### config.mk
export PLATFORM = sky130hd
export DESIGN_NAME = usb_rx_ctrl
export DESIGN_NICKNAME = d
export VERILOG_FILES = /design/src/rtl/usb_rx_pkg.sv /design/src/rtl/usb_rx_bitcnt.sv /design/src/rtl/usb_rx_ctrl.sv
export SDC_FILE = /design/constraint.sdc
export NUM_CORES = 1
export LEC_CHECK = 0
export BUFFER_PORTS_ARGS = -buffer_cell sky130_fd_sc_hd__buf_2
export CAP_MARGIN = 25
export CELL_PAD_IN_SITES_DETAIL_PLACEMENT = 1
export CELL_PAD_IN_SITES_GLOBAL_PLACEMENT = 2
export CORE_ASPECT_RATIO = 1.75
export CORE_UTILIZATION = 31
export CTS_CLUSTER_DIAMETER = 50
export DETAILED_ROUTE_END_ITERATION = 12
export PLACE_DENSITY_LB_ADDON = 0.2
export SLEW_MARGIN = 20
export SYNTH_ARGS = -nofsm -noshare
export SYNTH_HDL_FRONTEND = slang
export SYNTH_SLANG_ARGS = --single-unit
### constraint.sdc
create_clock -name clk -period 1.9 [get_ports clk]
set_input_delay 0.095 -clock clk [delete_from_list [all_inputs] [get_ports clk]]
set_output_delay 0.095 -clock clk [all_outputs]
set_load 0.005 [all_outputs]
### src/rtl/usb_rx_pkg.sv
// Shared types and defaults for the USB full-speed receive control path.
package usb_rx_pkg;

    // Receive FSM states. Packet errors are split across three ERR_* states so
    // that the error flag stays visible until the next packet starts.
    typedef enum logic [3:0] {
        IDLE,
        SYNC_RCV,
        SYNC_CHK,
        DATA_RCV,
        STORE,
        EOP_WAIT,
        ERR_WAIT,
        ERR_EOP,
        ERR_IDLE
    } rx_state_t;

    // LSB-first USB SYNC pattern, as it appears in the shift register.
    localparam logic [7:0] SYNC_BYTE_DEFAULT = 8'h80;
    localparam int         BYTE_BITS_DEFAULT = 8;

endpackage

### src/rtl/usb_rx_bitcnt.sv
// Decoded-bit counter. Counts bits within a byte and flags the bit that
// completes the byte. The count holds at the last position; the controller
// always leaves the counting state on that bit and clears on re-entry.
module usb_rx_bitcnt
    import usb_rx_pkg::*;
#(
    parameter int BYTE_BITS = BYTE_BITS_DEFAULT
) (
    input  logic clk,
    input  logic n_rst,
    input  logic clear,
    input  logic count,
    output logic byte_done,
    output logic cnt_zero
);

    localparam int CW = $clog2(BYTE_BITS) + 1;
    localparam logic [CW-1:0] LAST = CW'(BYTE_BITS - 1);

    logic [CW-1:0] bit_cnt_reg;

    assign byte_done = count && (bit_cnt_reg == LAST);
    assign cnt_zero  = (bit_cnt_reg == '0);

    // Clear has priority over counting; never advance past the last bit.
    always_ff @(posedge clk or negedge n_rst) begin
        if (!n_rst) begin
            bit_cnt_reg <= '0;
        end else if (clear) begin
            bit_cnt_reg <= '0;
        end else if (count && !byte_done) begin
            bit_cnt_reg <= bit_cnt_reg + 1'b1;
        end
    end

endmodule

### src/rtl/usb_rx_ctrl.sv
// Receive-side control FSM for the USB full-speed receiver: detects packet
// start, checks SYNC, strobes FIFO writes per data byte and flags framing
// errors. All outputs are registered and equal to a decode of the state.
module usb_rx_ctrl
    import usb_rx_pkg::*;
#(
    parameter logic [7:0] SYNC_BYTE = SYNC_BYTE_DEFAULT,
    parameter int         BYTE_BITS = BYTE_BITS_DEFAULT
) (
    input  logic       clk,
    input  logic       n_rst,
    input  logic       d_edge,
    input  logic       eop,
    input  logic       shift_enable,
    input  logic [7:0] rcv_data,
    output logic       rcving,
    output logic       w_enable,
    output logic       r_error
);

    rx_state_t state_reg;
    rx_state_t state_next;
    logic      rcving_reg;
    logic      w_enable_reg;
    logic      r_error_reg;

    logic bit_evt;
    logic eop_bit;
    logic counting;
    logic cnt_clear;
    logic cnt_count;
    logic byte_done;
    logic cnt_zero;

    // eop wins over a plain bit when both arrive in the same bit time.
    assign bit_evt  = shift_enable && !eop;
    assign eop_bit  = shift_enable && eop;
    assign counting = (state_reg == SYNC_RCV) || (state_reg == DATA_RCV);

    // The counter restarts whenever a counting state is entered.
    assign cnt_clear = (state_next != state_reg) &&
                       ((state_next == SYNC_RCV) || (state_next == DATA_RCV));
    assign cnt_count = counting && bit_evt;

    usb_rx_bitcnt #(
        .BYTE_BITS (BYTE_BITS)
    ) u_bitcnt (
        .clk       (clk),
        .n_rst     (n_rst),
        .clear     (cnt_clear),
        .count     (cnt_count),
        .byte_done (byte_done),
        .cnt_zero  (cnt_zero)
    );

    // Next-state decode; d_edge is deliberately ignored while bits are flowing.
    always_comb begin
        state_next = state_reg;
        case (state_reg)
            IDLE: begin
                if (d_edge) state_next = SYNC_RCV;
            end
            SYNC_RCV: begin
                if (eop_bit)        state_next = ERR_EOP;
                else if (byte_done) state_next = SYNC_CHK;
            end
            SYNC_CHK: begin
                state_next = (rcv_data == SYNC_BYTE) ? DATA_RCV : ERR_WAIT;
            end
            DATA_RCV: begin
                if (eop_bit)        state_next = cnt_zero ? EOP_WAIT : ERR_EOP;
                else if (byte_done) state_next = STORE;
            end
            STORE: begin
                state_next = DATA_RCV;
            end
            EOP_WAIT: begin
                if (d_edge) state_next = IDLE;
            end
            ERR_WAIT: begin
                if (eop_bit) state_next = ERR_EOP;
            end
            ERR_EOP: begin
                if (d_edge) state_next = ERR_IDLE;
            end
            ERR_IDLE: begin
                if (d_edge) state_next = SYNC_RCV;
            end
            default: state_next = IDLE;
        endcase
    end

    // State register; outputs are registered from the next state so they
    // always match the state they belong to without an input-to-output path.
    always_ff @(posedge clk or negedge n_rst) begin
        if (!n_rst) begin
            state_reg    <= IDLE;
            rcving_reg   <= 1'b0;
            w_enable_reg <= 1'b0;
            r_error_reg  <= 1'b0;
        end else begin
            state_reg    <= state_next;
            rcving_reg   <= !((state_next == IDLE) || (state_next == ERR_IDLE));
            w_enable_reg <= (state_next == STORE);
            r_error_reg  <= (state_next == ERR_WAIT) || (state_next == ERR_EOP) ||
                            (state_next == ERR_IDLE);
        end
    end

    assign rcving   = rcving_reg;
    assign w_enable = w_enable_reg;
    assign r_error  = r_error_reg;

endmodule

==> reports/qor.yml <==
pwr:
  p_leak_nw: 0.4061
  clockPowerShare_pct: 18.7
  ir_worst_vdd_v: 0.0006124
  swShare_pct: 39.39
  seq_power_share_pct: 33.8
  power.switching_mw: 0.4798
  p_int_mw: 0.7383
  pwr-share-comb_pct: 47.5
  powerDensity_nw_per_um2: 1354
worst_setup_path:
  worstPathArrival_ns: 1.84
  cp_top_family: "simple AND/OR/NAND/NOR gates"
  path_max_fanout: 6
  critical_path_class: "reg -> reg"
  crit_path_start_kind: "flop"
  crit-reg2reg-launch: "u_bitcnt.bit_cnt_reg[1]"
  slowest_stage: "dfrtp_1"
  crit_required_ns: 2.00
  path_buf_inv: 1
  crit_start: "u_bitcnt.bit_cnt_reg[1]"
  slowest_delay_ns: 0.41
  cp-end-kind: "flop"
  path_depth: 7
  worstRegToRegCells: 7
  crit_chain: "ha_1, and4b_1, o211ai_1, o311a_2, inv_2, nor3_1, nand2_1"
sta:
  rsz0062_at_grt: "false"
  finalSetupViolCount: 0
  slew_headroom_pct: 74.38
  fin_skew_ns: 0.001704
  worstMarginPinSlew_ns: 0.3828
  period_needed_ns: 1.744
  finalMaxSlewViolations: 0
  hold_viol: 0
  fin_tns_setup_ns: 0
  fin_crit_sh_pct: 91.80
  max_freq_mhz: 573.3
logic_synthesis:
  avgSynthCellArea_um2: 9.512
  syn_inst: 78
  yosys_warnings: 0
  yosysUniqueCellTypes: 42
  synth.ff_latch_count: 11
  syn_area_um2: 742.0
  synth-edff-count: 0
  synth-main-ff-cell: "dfrtp_1"
  async_flop_share_pct: 100.0
  syn-num-nets: 93
  ys_seq_area_share_pct: 37.10
routing:
  via_count: 656
  drc: 0
  dr.pass1.iters: 3
  avgRoutedWirePerCell_um: 14.72
  viasPerCell: 5.333
  drt_wl_total_um: 1811
  antenna_left: 0
  drt_iter0_drc: 7
clock_tree:
  worstSkewPairLatency_ns: 0.23
  htreeDepth: 1
  cts_buffer_depth: 2
  cts_buffers: 3
  clk_transition_reported_paths_ns: 0.05
  clockRootBuffer: "clkbuf_8"
  cts_tree: "built"
  cts_sinks: 11
min_path:
  whs_path_depth: 3
  hold_path.class: "in -> reg"
  min-delay-start: "d_edge"
final_layout:
  syn_to_final_growth_pct: 21.25
  final_cell_mix: "buf_2, dfrtp_1, a21oi_1"
  finalNonFillerCells: 123
  nNetsFinal: 114
  drive_above_1_share_pct: 31.63
  fill_cells: 272
  layout_commonest_cell: "buf_2"
  antenna_cells: 0
placed_design:
  place.gp.congestion: 0.6652
  portBuffers: 15
  hpwl_um: 1524
  place_inst: 118
global_route:
  track_usage_pct: 15.82
  grt_pass1_vias: 669
  overflow: 0
  grt_start_max_net_pins: 12
  grt_pass1_wl_um: 2870
  antenna_found_initial: 0
job:
  cap_violations: 0
floorplanning:
  die_h_um: 66.72
  core_um2: 2273
  die_x_um: 38.98
  initial_core_util_pct: 32.64
  core.rowCount: 23
  die-area_um2: 2601
  io_pins: 16
outcome:
  status: "finished clean"
-- kinds of logic (layout without fill, tap and decap cells) --
family | count (synthesis) | count (layout) | synth area share [%]
AO/OA/AOI/OAI | 20 | 20 | 20.74
XOR/XNOR | 1 | 1 | 1.181
adder cells (fa/ha/maj) | 2 | 2 | 3.372
buffers and inverters | 7 | 27 | 5.058
flip-flops | 11 | 11 | 37.10
multiplexers | 1 | 1 | 1.349
AND/OR/NAND/NOR | 36 | 36 | 31.20
-- per-stage QoR --
step	total power [mW]	util (%)	instance area (µm²)	hold slack [ns]	setup slack [ns]
after floorplan	0.8660	-	742.0	-0.2006	0.3397
after global placement	0.9921	37.15	844.6	-0.03161	0.1313
after detailed placement	1.007	37.15	844.6	-0.02699	0.1360
after CTS	1.246	39.57	899.6	0.1764	0.1211
after global routing	1.315	39.57	899.6	0.2135	0.04824
final	1.218	39.57	899.6	0.1695	0.1557
-- path summary, 6_finish.rpt --
check                                          end  slack [ns]
setup / recovery                            rcving        0.16
hold / removal                        state_reg[3]        0.17
setup reg to reg                            rcving        0.16
hold reg to reg            u_bitcnt.bit_cnt_reg[1]        0.58
max in group asynchronous             state_reg[3]        1.43
min in group asynchronous                 w_enable        0.26
-- worst register-to-register path, cell delays in order (launching register included) --
cell      delay (ns)
dfrtp_1         0.41
ha_1            0.26
and4b_1         0.22
o211ai_1        0.17
o311a_2         0.25
inv_2           0.05
nor3_1          0.18
nand2_1         0.08
-- final cells by class --
cell class,count,area [µm²],area share (%)
Clock buffer,4,45.04,5.007
Inverter,5,18.77,2.086
Multi-Input combinational cell,60,429.2,47.71
Sequential cell,11,275.3,30.60
Tap cell,25,31.28,3.477
Timing Repair Buffer,18,100.1,11.13
-- power groups by stage --
stage | clock (mW) | sequential (mW) | combinational (mW)
detailed placement | 0 | 0.419 | 0.588
floorplan | 0 | 0.350 | 0.516
finish | 0.227 | 0.412 | 0.579
global route | 0.252 | 0.423 | 0.640
CTS | 0.237 | 0.417 | 0.592
global placement | 0 | 0.413 | 0.579
-- metal layers --
metal	up-vias	track usage, %	wire (µm)
met5	-	0	0
met4	0	1.293	0
met3	0	5.000	49
met2	11	32.29	1093
met1	324	14.32	668
li1	321	-	-
-- Yosys cell counts, drive strengths merged, types with 2 or more instances --
master,number,share of area (%)
and2,2,1.9
a2bb2oi,2,2.4
buf,2,2.5
nor2b,3,2.5
ha,2,3.4
inv,5,2.5
nor3,2,1.3
nand2,4,2.0
nand3,3,2.0
or2,2,1.7
nor2,5,3.9
dfrtp,11,37
nand3b,4,4.0
o21ai,4,2.7
o21bai,2,2.0
a21oi,5,3.4
-- what timing repair did --
item / CTS / global route
hold buffers: 1 / 0
endpoints found under the hold margin: 11 / 0
gates resized for setup: 0 / 0
endpoints found under the setup margin: 0 / 0
setup buffers: 0 / 0
(Power assumes the default switching activity.)
